File: src/rtl/hls_fp32_add_issue_ctrl.sv
// ---------------------------------------------------------------------------
// hls_fp32_add_issue_ctrl
//
// Issue/flow controller for a fixed-latency fp32 add pipe that writes into
// a small output buffer. Operands A and B are joined: one add launches only
// when both are valid and a buffer slot is guaranteed. The guarantee comes
// from credit accounting rather than backpressure on the pipe. occ counts
// every add that has been launched but not yet popped, so it covers results
// still in the pipe as well as results already in the buffer. Because of
// this the pipe never has to stall.
//
// Ports
//   nvdla_core_clk   : clock, rising edge
//   nvdla_core_rst   : synchronous active-high reset
//   cfg_en           : enable issuing
//   flush_req        : stop issuing and drain what is in flight
//   flush_done       : one-cycle pulse when the drain completes
//   chn_a_vld/rdy    : operand A handshake (rdy == core_issue)
//   chn_b_vld/rdy    : operand B handshake (rdy == core_issue)
//   core_issue       : launch one add into pipe stage 0
//   core_wen         : pipe advance / clock-gate enable
//   pipe_vld[LAT]    : per-stage valid, bit LAT-1 is the final stage
//   ofifo_wr_en      : write final-stage result into the buffer
//   ofifo_wr_ptr     : buffer write address
//   ofifo_rd_ptr     : buffer read address
//   chn_o_vld/rdy    : result handshake toward downstream
//   busy             : not idle, or results still outstanding
// ---------------------------------------------------------------------------
module hls_fp32_add_issue_ctrl #(
    parameter int LAT   = 4,
    parameter int DEPTH = 4,
    parameter int AW    = 2
) (
    input  logic          nvdla_core_clk,
    input  logic          nvdla_core_rst,
    input  logic          cfg_en,
    input  logic          flush_req,
    output logic          flush_done,
    input  logic          chn_a_vld,
    output logic          chn_a_rdy,
    input  logic          chn_b_vld,
    output logic          chn_b_rdy,
    output logic          core_issue,
    output logic          core_wen,
    output logic [LAT-1:0] pipe_vld,
    output logic          ofifo_wr_en,
    output logic [AW-1:0] ofifo_wr_ptr,
    output logic [AW-1:0] ofifo_rd_ptr,
    output logic          chn_o_vld,
    input  logic          chn_o_rdy,
    output logic          busy
);

    typedef enum logic [1:0] {IDLE, RUN, DRAIN} state_t;

    localparam logic [AW:0] DEPTH_C = (AW+1)'(DEPTH);

    state_t         state;
    logic [AW:0]    occ;
    logic [AW:0]    fcnt;
    logic [AW-1:0]  wr_ptr;
    logic [AW-1:0]  rd_ptr;
    logic [LAT-1:0] pipe_q;

    logic issue;
    logic wr;
    logic pop;

    // Credit is judged on the registered occ only, so a pop in the same
    // cycle frees its slot one cycle later. Every output is held low while
    // reset is asserted, because the state registers only clear at the edge.
    assign issue = !nvdla_core_rst && (state == RUN) && chn_a_vld && chn_b_vld
                   && (occ < DEPTH_C) && !flush_req && cfg_en;
    assign wr    = pipe_q[LAT-1];
    assign pop   = !nvdla_core_rst && (fcnt != '0) && chn_o_rdy;

    assign core_issue   = issue;
    assign chn_a_rdy    = issue;
    assign chn_b_rdy    = issue;
    assign core_wen     = issue || (!nvdla_core_rst && (|pipe_q));
    assign pipe_vld     = nvdla_core_rst ? '0 : pipe_q;
    assign ofifo_wr_en  = !nvdla_core_rst && wr;
    assign ofifo_wr_ptr = nvdla_core_rst ? '0 : wr_ptr;
    assign ofifo_rd_ptr = nvdla_core_rst ? '0 : rd_ptr;
    assign chn_o_vld    = !nvdla_core_rst && (fcnt != '0);
    assign busy         = !nvdla_core_rst && ((state != IDLE) || (occ != '0));
    // Asserted exactly in the cycle that DRAIN leaves for IDLE.
    assign flush_done   = !nvdla_core_rst && (state == DRAIN) && (occ == '0);

    always_ff @(posedge nvdla_core_clk) begin
        if (nvdla_core_rst) begin
            state  <= IDLE;
            occ    <= '0;
            fcnt   <= '0;
            wr_ptr <= '0;
            rd_ptr <= '0;
            pipe_q <= '0;
        end else begin
            // Fixed-latency valid shift; the pipe never stalls.
            pipe_q[0] <= issue;
            for (int i = 1; i < LAT; i++) begin
                pipe_q[i] <= pipe_q[i-1];
            end

            case (state)
                IDLE:    if (cfg_en && !flush_req) state <= RUN;
                RUN:     if (flush_req || !cfg_en) state <= DRAIN;
                DRAIN:   if (occ == '0)            state <= IDLE;
                default:                           state <= IDLE;
            endcase

            case ({issue, pop})
                2'b10:   occ <= occ + 1'b1;
                2'b01:   occ <= occ - 1'b1;
                default: occ <= occ;
            endcase

            case ({wr, pop})
                2'b10:   fcnt <= fcnt + 1'b1;
                2'b01:   fcnt <= fcnt - 1'b1;
                default: fcnt <= fcnt;
            endcase

            // DEPTH is a power of two, so the natural AW-bit wrap is modulo DEPTH.
            if (wr)  wr_ptr <= wr_ptr + 1'b1;
            if (pop) rd_ptr <= rd_ptr + 1'b1;
        end
    end

endmodule

File: config.mk
export PLATFORM = sky130hd
export DESIGN_NAME = hls_fp32_add_issue_ctrl
export DESIGN_NICKNAME = d
export VERILOG_FILES = /design/src/rtl/hls_fp32_add_issue_ctrl.sv
export SDC_FILE = /design/constraint.sdc
export NUM_CORES = 1
export LEC_CHECK = 0
export ABC_AREA = 1
export BUFFER_PORTS_ARGS = -buffer_cell sky130_fd_sc_hd__buf_4
export CAP_MARGIN = 10
export CORE_MARGIN = 3
export CORE_UTILIZATION = 50
export DETAILED_ROUTE_END_ITERATION = 6
export GPL_ROUTABILITY_DRIVEN = 0
export PLACE_DENSITY = 0.8
export SYNTH_ARGS = -nofsm -noshare
export SYNTH_HDL_FRONTEND = slang
export SYNTH_SLANG_ARGS = --single-unit
File: constraint.sdc
create_clock -name nvdla_core_clk -period 3.98 [get_ports nvdla_core_clk]
set_input_delay 0.199 -clock nvdla_core_clk [delete_from_list [all_inputs] [get_ports nvdla_core_clk]]
set_output_delay 0.199 -clock nvdla_core_clk [all_outputs]
set_load 0.01 [all_outputs]
# Word level (Yosys, flattened, before mapping)
# Cells that the tools add are included.
dict set report word_totals {
  in_bits 7
  wordCells 60
  ff_bits 16
  output_inout_bits 16
}
dict set report op_classes {
  eq_ne 9
  n_lt_le_gt_ge 1
  n_addsub 6
  muxes 9
  reduce_logical 29
}
# cell n
set op_table {}
lappend op_table {{1-bit logical AND} 14}
lappend op_table {{3-bit one-hot mux with 2 select lines} 2}
lappend op_table {{2-bit two-way mux} 5}
lappend op_table {{3-bit by 1-bit adder with 3-bit output (second input constant)} 2}
lappend op_table {{2-bit by 1-bit equality test with 1-bit output (second input constant)} 3}
lappend op_table {{2-bit equality test (second input constant)} 3}
lappend op_table {{2-bit one-hot mux with 3 select lines} 1}
lappend op_table {{2-bit nonzero test} 3}
lappend op_table {{3-bit nonzero test} 2}
lappend op_table {{3-bit by 1-bit subtractor with 3-bit output (second input constant)} 2}
lappend op_table {{2-bit by 1-bit adder with 2-bit output (second input constant)} 2}
lappend op_table {{4-bit two-way mux} 1}
lappend op_table {{2-bit by 1-bit != test with 1-bit output (second input constant)} 2}
lappend op_table {{4-bit OR reduction} 1}
lappend op_table {{1-bit zero test} 3}
lappend op_table {{3-bit zero test} 1}
lappend op_table {{1-bit logical OR} 3}
lappend op_table {{3-bit less-than comparator (second input constant)} 1}
lappend op_table {{3-bit AND reduction} 1}
lappend op_table {{2-bit zero test} 1}
lappend op_table {{2-bit != test (second input constant)} 1}

# Logic depth before layout (Yosys ltp)
# Gate-level depths: netlist (run 1).
dict set report depth {
  ltp_word 9
  ltp_mapped 12
  ltp_nobuf 12
}

# Worst setup path before layout (run 1)
# OpenSTA, ideal clock, no wires.
dict set report synth_path {
  path_kind {reg2reg}
  from {register state[1]}
  to {register occ[2]}
  slack_ps 2263
  required_time_ps 3861
  synth_period_minus_slack_ps 1717
  path_stages_with_launch 9
  path_buffers 0
  arrival_time_ps 1598
  cell_sequence {dfxtp_1 -> nor3_4 -> nand3_2 -> ha_1 -> fa_1 -> nor2_1 -> nor2_1 -> o21ai_0 -> nor2_1}
}
dict set report synth_between {
  elab_chain_len 9
}
# element line
set synth_rtl {}
lappend synth_rtl {{start: declaration} 58} ;# state_t state;
lappend synth_rtl {{start signal: assignment} 92} ;# state <= IDLE;
lappend synth_rtl {{start signal: assignment} 106} ;# IDLE: if (cfg_en && !flush_req) state <= RUN;
lappend synth_rtl {{start signal: assignment} 107} ;# RUN: if (flush_req || !cfg_en) state <= DRAIN;
lappend synth_rtl {{2-bit by 1-bit equality test with 1-bit output (*)} 72} ;# assign issue = !nvdla_core_rst && (state == RUN) && chn_a_vld && chn_b_vld
lappend synth_rtl {{1-bit logical AND (*) (3 in series)} 72}
lappend synth_rtl {{1-bit logical AND (*) (3 in series)} 73} ;# && (occ < DEPTH_C) && !flush_req && cfg_en;
lappend synth_rtl {{2-bit by 1-bit equality test with 1-bit output or 2-bit equality test (tied branches)} 112} ;# case ({issue, pop})
lappend synth_rtl {{3-bit one-hot mux with 2 select lines or 2-bit nonzero test (tied branches)} n/a}
lappend synth_rtl {{end signal: assignment} 113} ;# 2'b10: occ <= occ + 1'b1;
lappend synth_rtl {{end signal: assignment} 114} ;# 2'b01: occ <= occ - 1'b1;
lappend synth_rtl {{end: declaration} 59} ;# logic [AW:0] occ;
# Every way passes the cells marked *; elsewhere a longest branch is shown, timed or not.
# A chain may end at the register's enable or synchronous reset.

# Worst setup path in the final report (run 1)
# Same ends and word-level chain as after synthesis.

==> results of run 1 <==
critical path, stage by stage (launching register included):
cell and delay [ns]:
dfxtp_1 0.38, nor3_4 0.21, nand3_2 0.12, ha_1 0.26
fa_1 0.39, nor2_1 0.14, nor2_1 0.06, o21ai_0 0.15
nor2_1 0.05
metrics by stage:
stage               power [mW]  setup WS, ns  hold slack, ns   util  area (sq um)
floorplan                0.177          2.26           0.363      -           848
global placement         0.181          2.04           0.419  0.625           975
detailed placement       0.182          2.01           0.431  0.625           975
CTS                      0.285          2.09           0.202  0.648          1010
global route             0.297          1.87           0.221  0.648          1010
finish                   0.283          2.10           0.212  0.648          1010
final cells by class:
class / count / area share
Clock buffer: 4 / 0.0359
Inverter: 24 / 0.0891
Sequential cell: 16 / 0.317
Multi-Input combinational cell: 72 / 0.375
Timing Repair Buffer: 22 / 0.163
Tap cell: 16 / 0.0198
metal layers:
metal,share of wire,global-route usage,up-vias,wire [um]
met5,0,0,-,0
met4,0.0073,0.0331,0,11
met3,0.063,0.0460,2,95
met2,0.44,0.276,19,666
met1,0.49,0.203,321,733
li1,-,-,394,-
synth_stat cells (all sizes together):
| master | instances | share of area |
|---|---|---|
| nor2 | 25 | 0.11 |
| inv | 24 | 0.11 |
| nand2 | 17 | 0.075 |
| dfxtp | 16 | 0.38 |
| a21oi | 8 | 0.047 |
| o21ai | 7 | 0.041 |
| buf | 5 | 0.053 |
| nand3 | 5 | 0.035 |
| fa | 2 | 0.047 |
| ha | 2 | 0.029 |
| clkbuf | 1 | 0.016 |
| nand4 | 1 | 0.0074 |
| nor3 | 1 | 0.019 |
| nor3b | 1 | 0.0089 |
| o21a | 1 | 0.0089 |
| o31ai | 1 | 0.0089 |
| or2 | 1 | 0.0074 |
flip-flops by register name, indices dropped and copies added, names as in the netlist:
| signal | flops |
|---|---|
| state | 2 |
| fcnt | 3 |
| pipe_q | 4 |
| wr_ptr | 2 |
| rd_ptr | 2 |
| occ | 3 |
kinds of logic (layout without fill, tap and decap cells):
family,Yosys count,count (layout)
AND/OR/NAND/NOR,51,51
adder cells (fa/ha/maj),4,4
AO/OA/AOI/OAI,17,17
buffers and inverters,30,50
flip-flops,16,16
power by group:
part / internal [mW] / leakage (nW) / total, mW / switching [mW]
Clock: 0.0556 / 0.0210 / 0.104 / 0.0489
Sequential: 0.161 / 0.129 / 0.162 / 0.000852
Combinational: 0.00706 / 0.362 / 0.0163 / 0.00925
Total: 0.223 / 0.512 / 0.283 / 0.0590
how the worst max path moves through the flow:
| stage | from | endpoint | slack, ns | depth (start not counted) |
|---|---|---|---|---|
| finish | state[1] | occ[2] | 2.10 | 8 |
| CTS | state[1] | occ[2] | 2.09 | 8 |
| global route | fcnt[2] | occ[2] | 1.87 | 10 |
| floorplan | state[1] | occ[2] | 2.26 | 8 |
| global placement | nvdla_core_rst | fcnt[2] | 2.04 | 12 |
| detailed placement | nvdla_core_rst | fcnt[2] | 2.01 | 12 |
==> impl_metrics.json, run 1 <==
{
  "outcome": "completed",
  "crit_required_ns": 4.16,
  "layout_commonest_cell": "nor2_1",
  "drt_iter0_markers": 10,
  "avgViaCountPerCell": 4.78,
  "synthCells": 118,
  "fillers": 127,
  "drt-wirelength-per-cell_um": 9.78,
  "fin_worst_skew_ns": 0.00332,
  "top_level_ports": 23,
  "reg2reg_from": "state[1]",
  "max_transition_margin": 0.799,
  "synth_compound_area_frac": 0.106,
  "critPathLaunchType": "register",
  "pwr_density_cell_nw_per_um2": 279,
  "holdCritStartpoint": "chn_o_rdy",
  "max_freq_ghz": 0.533,
  "count_of_clock_tree_sinks": 16,
  "largest_net_degree_at_the_start_of_global_routing": 18,
  "portBuffers": 22,
  "cp_data_arrival_time_ns": 2.05,
  "number_of_max_cap_violations": 0,
  "final-max-slew-violation-count": 0,
  "synth.lib_cells_used.distinct": 20,
  "power.ir.vdd_worst_mv": 0.181,
  "period_needed_ns": 1.88,
  "post-cts-setup-buffer-count": 0,
  "hold_buffers": 0,
  "detail_route.first_pass.iterations": 4,
  "rsz_0062_raised_after_global_routing": "false",
  "placed_cells": 150,
  "groute.usage.overall": 0.162,
  "cts.reportedPaths.clkPinSlew_ns": 0.09,
  "cts.path.max_buffers": 2,
  "multi_input_comb_area_sq_um": 379,
  "die_w_um": 47.2,
  "ys_seq_elements": 16,
  "worst_setup_path_end_kind": "register",
  "drcViolationCount": 0,
  "post_synth_fa_ha_maj_area_fraction": 0.0767,
  "timing.final.hold_violations": 0,
  "worstReg2RegEnd": "occ[2]",
  "ant_cells": 0,
  "total_negative_setup_slack_ns": 0,
  "antenna_violations_before_repair": 0,
  "grt_first_pass_wirelength_um": 2640,
  "cts_inserted_buffers": 3,
  "htree_levels": 1,
  "synthXorXnorAreaFrac": 0,
  "post_synth_mux_area_share": 0,
  "largest_family_of_logic_cells_by_synthesized_area": "simple AND/OR/NAND/NOR gates",
  "kind_of_path_behind_the_tightest_hold_check": "primary input to register",
  "mostFrequentLayoutCells": "25 x nor2_1, 23 x inv_1, 22 x buf_4",
  "drive_above_1_share": 0.210,
  "timing.final.setup_violations": 0,
  "synth_simple_gate_area_share": 0.264,
  "vias_in_the_first_global_route": 688,
  "synth_area_per_cell_sq_um": 7.19,
  "syn_area_sq_um": 848,
  "seqCellArea_sq_um": 320,
  "fin_nets": 150,
  "path_max_fanout": 5,
  "clk-insertion-delay-late_ns": 0.28,
  "yosysSeqAreaShare": 0.378,
  "timing.reg2reg.worst_path_depth": 8,
  "relative_area_change_from_synthesis_to_final_layout_pct": 19.2,
  "ratio_of_final_minimum_period_to_clock_period": 0.471,
  "floorplan.die.height_um": 47.2,
  "core.rowCount": 14,
  "drt-total-wl_um": 1510,
  "detailed_place_hpwl_um": 1200,
  "via_count": 736,
  "r2r_slack_ns": 2.10,
  "worstHoldEndpoint": "rd_ptr[1]",
  "final_cell_count_no_fill": 154,
  "detail-route-antenna-nets": 0,
  "cts_root_cell": "clkbuf_4",
  "coreArea_sq_um": 1560,
  "cts_repair_resize_count": 0,
  "static-leakage-power_nw": 0.512,
  "tritoncts": "built",
  "die_area_sq_um": 2230,
  "criticalPathCategory": "register to register",
  "postSynthNetCount": 129,
  "tightestPinTransition_ns": 0.300,
  "synthesis.yosys.warnings": 0,
  "initial_core_util": 0.544,
  "holdPathStages": 3,
  "grt_overflow": 0
}
No activity file was read; power rests on OpenSTA's default activity.
==> run 2: changes to the inputs <==
--- a/config.mk
+++ b/config.mk
@@ -5,14 +5,14 @@
 export SDC_FILE = /design/constraint.sdc
 export NUM_CORES = 1
 export LEC_CHECK = 0
-export ABC_AREA = 1
+export ABC_AREA = 0
 export BUFFER_PORTS_ARGS = -buffer_cell sky130_fd_sc_hd__buf_4
 export CAP_MARGIN = 10
 export CORE_MARGIN = 3
-export CORE_UTILIZATION = 50
+export CORE_UTILIZATION = 49
 export DETAILED_ROUTE_END_ITERATION = 6
 export GPL_ROUTABILITY_DRIVEN = 0
-export PLACE_DENSITY = 0.8
+export PLACE_DENSITY = 0.79
 export SYNTH_ARGS = -nofsm -noshare
 export SYNTH_HDL_FRONTEND = slang
 export SYNTH_SLANG_ARGS = --single-unit
==> constraint.sdc (replaced) <==
create_clock -name nvdla_core_clk -period 1.8 [get_ports nvdla_core_clk]
set_input_delay 0.09 -clock nvdla_core_clk [delete_from_list [all_inputs] [get_ports nvdla_core_clk]]
set_output_delay 0.09 -clock nvdla_core_clk [all_outputs]
set_load 0.01 [all_outputs]
==> run 2 against run 1 <==
  * The run now ends with setup timing left
  * First-iteration DRC count is 50% lower
  * Flip-flop and latch count stayed put
  * Die area down 1.6%
  * Critical endpoint unchanged
  * Non-clock buffer count increased by 13
==> impl_metrics.json, run 2 <==
{
  "outcome": "finished with violations",
  "violations_in_the_final_reports": "setup timing",
  "groute.usage.overall": 0.168,
  "synth.lib_cells_used.distinct": 26,
  "synthMostInstantiatedCell": "dfxtp_1",
  "fin_ws_ns": -0.126,
  "final-max-slew-violation-count": 0,
  "drt_iter0_markers": 5,
  "postSynthNetCount": 98,
  "period_needed_ns": 1.93,
  "place_ws_ns": -0.111,
  "setup_crit_end": "occ[2]",
  "ys_seq_elements": 16,
  "number_of_max_cap_violations": 0,
  "fin_util": 0.753,
  "r2r_slack_ns": -0.13,
  "relative_area_change_from_synthesis_to_final_layout_pct": 42.3,
  "detail_route.first_pass.iterations": 4,
  "cts_root_cell": "clkbuf_4",
  "detailed_place_hpwl_um": 1270,
  "coreArea_sq_um": 1540,
  "tritoncts": "built",
  "floorplan.die.height_um": 46.8,
  "mostFrequentLayoutCells": "34 x buf_4, 12 x dfxtp_1, 11 x nor2_1",
  "fin_worst_skew_ns": 0.00536,
  "synth_flop_cell": "dfxtp_1",
  "reg2reg_from": "state[1]",
  "path_max_fanout": 2,
  "worstReg2RegEnd": "occ[2]",
  "timing.final.hold_violations": 0,
  "registers.top_by_ff_count": "pipe_q",
  "synthCells": 87,
  "drt-wirelength-per-cell_um": 12.0,
  "vias_in_the_first_global_route": 660,
  "grt_first_pass_wirelength_um": 2650,
  "drcViolationCount": 0,
  "pwr_density_cell_nw_per_um2": 547,
  "timing.reg2reg.worst_path_depth": 7,
  "count_of_clock_tree_sinks": 16,
  "portBuffers": 22,
  "kind_of_path_behind_the_tightest_hold_check": "primary input to register",
  "max_transition_margin": 0.798,
  "edff_count_synth": 0,
  "die_area_sq_um": 2190,
  "synthesis.yosys.warnings": 0,
  "avgViaCountPerCell": 4.98,
  "cts_inserted_buffers": 3,
  "synth_largest_area_cell": "dfxtp_1",
  "initial_core_util": 0.529,
  "static-leakage-power_nw": 0.531,
  "largest_register_ffs": 4,
  "synthTopCellsByArea": "dfxtp_1 39%, xor2_1 6.4%, nor2b_1 6.1%",
  "worst_setup_path_end_kind": "register",
  "top_level_ports": 23,
  "async_flop_share": 0,
  "fin_nets": 132,
  "synthTopCellsByCount": "16 x dfxtp_1, 12 x nor2_1, 8 x nor2b_1, 6 x inv_1, 6 x xor2_1",
  "cp_data_arrival_time_ns": 2.15,
  "core.rowCount": 14,
  "syn_area_sq_um": 816,
  "biggestRegsByFlops": "pipe_q: 4 flops, fcnt: 3 flops, occ: 3 flops",
  "tightestPinTransition_ns": 0.298,
  "power.ir.vdd_worst_mv": 0.524,
  "detail-route-antenna-nets": 0,
  "clk-insertion-delay-late_ns": 0.28,
  "rsz_0062_raised_after_global_routing": "true",
  "grt_overflow": 0,
  "ratio_of_final_minimum_period_to_clock_period": 1.07,
  "layout_commonest_cell": "buf_4",
  "synth_top_cell_area_share": 0.393,
  "crit_required_ns": 2.02,
  "ant_cells": 0,
  "cts.reportedPaths.clkPinSlew_ns": 0.10,
  "yosysSeqAreaShare": 0.393,
  "critPathLaunchType": "register",
  "cts.path.max_buffers": 2,
  "htree_levels": 1,
  "timing.final.setup_violations": 1,
  "antenna_violations_before_repair": 0,
  "die_w_um": 46.8,
  "max_freq_ghz": 0.519,
  "synth_area_per_cell_sq_um": 9.38,
  "via_count": 677,
  "critPathLaunch": "state[1]",
  "criticalPathCategory": "register to register",
  "largest_net_degree_at_the_start_of_global_routing": 17,
  "drt-total-wl_um": 1640,
  "drive_above_1_share": 0.442
}
==> run 2: cell types whose count changed after synthesis, moves of 3 or more <==
cell,previous run,this run
a21oi_1,8,4
and2b_1,0,4
inv_1,23,6
nand2_1,17,2
nand3_1,4,0
nor2_1,25,12
nor2b_1,0,8
o21ai_0,7,2
or3_1,0,3
xor2_1,0,6
==> run 2: through the flow <==
step	hold WS [ns]	setup TNS (ns)	cell area [sq um]	cells	power, mW
floorplan	0.169	-0.0647	862	87	0.384
global placement	0.288	-0.0556	1090	130	0.404
detailed placement	0.290	-0.211	1090	130	0.405
CTS	-0.0203	-0.131	1150	135	0.643
global route	0.122	-0.293	1160	136	0.660
finish	0.103	-0.126	1160	136	0.635
==> run 2: power breakdown <==
part / internal [mW] / switching [mW]
registers: 0.353 / 0.00215
logic: 0.0240 / 0.0202
clock network: 0.123 / 0.114
==> run 2: cell type report <==
cell class | count | area (sq um)
clock buffers | 4 | 36.3
fillers | 118 | 380
well taps | 16 | 20.0
flip-flops and latches | 16 | 330
inverters | 6 | 22.5
multi-input cells | 59 | 487
repair buffers | 35 | 265
==> run 2: timing repair <==
action	4_1_cts	5_1_grt
gates cloned	0	0
gates resized for setup	3	1
setup buffers	1	0
pin swaps	3	0
hold endpoints to repair	1	1
endpoints found under the setup margin	2	2
==> run 2: worst max-delay path, stage by stage, from the launching register on <==
cell,delay (ns)
dfxtp_2,0.35
nor4b_4,0.24
nand4_2,0.17
ha_4,0.20
fa_2,0.33
xnor2_1,0.13
or3_1,0.32
a21oi_2,0.12
==> run 2: worst min path at each step <==
stage                         start        to  slack, ns  cells past startpoint
after floorplan           flush_req  state[0]       0.17                      1
after global placement    flush_req  state[0]       0.29                      2
after global routing         cfg_en  state[1]       0.12                      4
final                        cfg_en  state[1]       0.10                      4
after detailed placement  flush_req  state[0]       0.29                      2
after CTS                 flush_req  state[0]      -0.02                      2
==> run 2: routing by layer <==
layer	up-vias	wire, um	global-route usage
met2	17	818	0.301
met1	311	709	0.193
met5	-	0	0
met3	2	94	0.0268
li1	347	-	-
met4	0	12	0.0829
==> run 2: cells by family after synthesis <==
family,synth area share
flip-flops,0.393
AND/OR/NAND/NOR,0.294
multiplexers,0.0123
adder cells (fa/ha/maj),0.0798
buffers and inverters,0.0782
AO/OA/AOI/OAI,0.0568
XOR/XNOR,0.0859
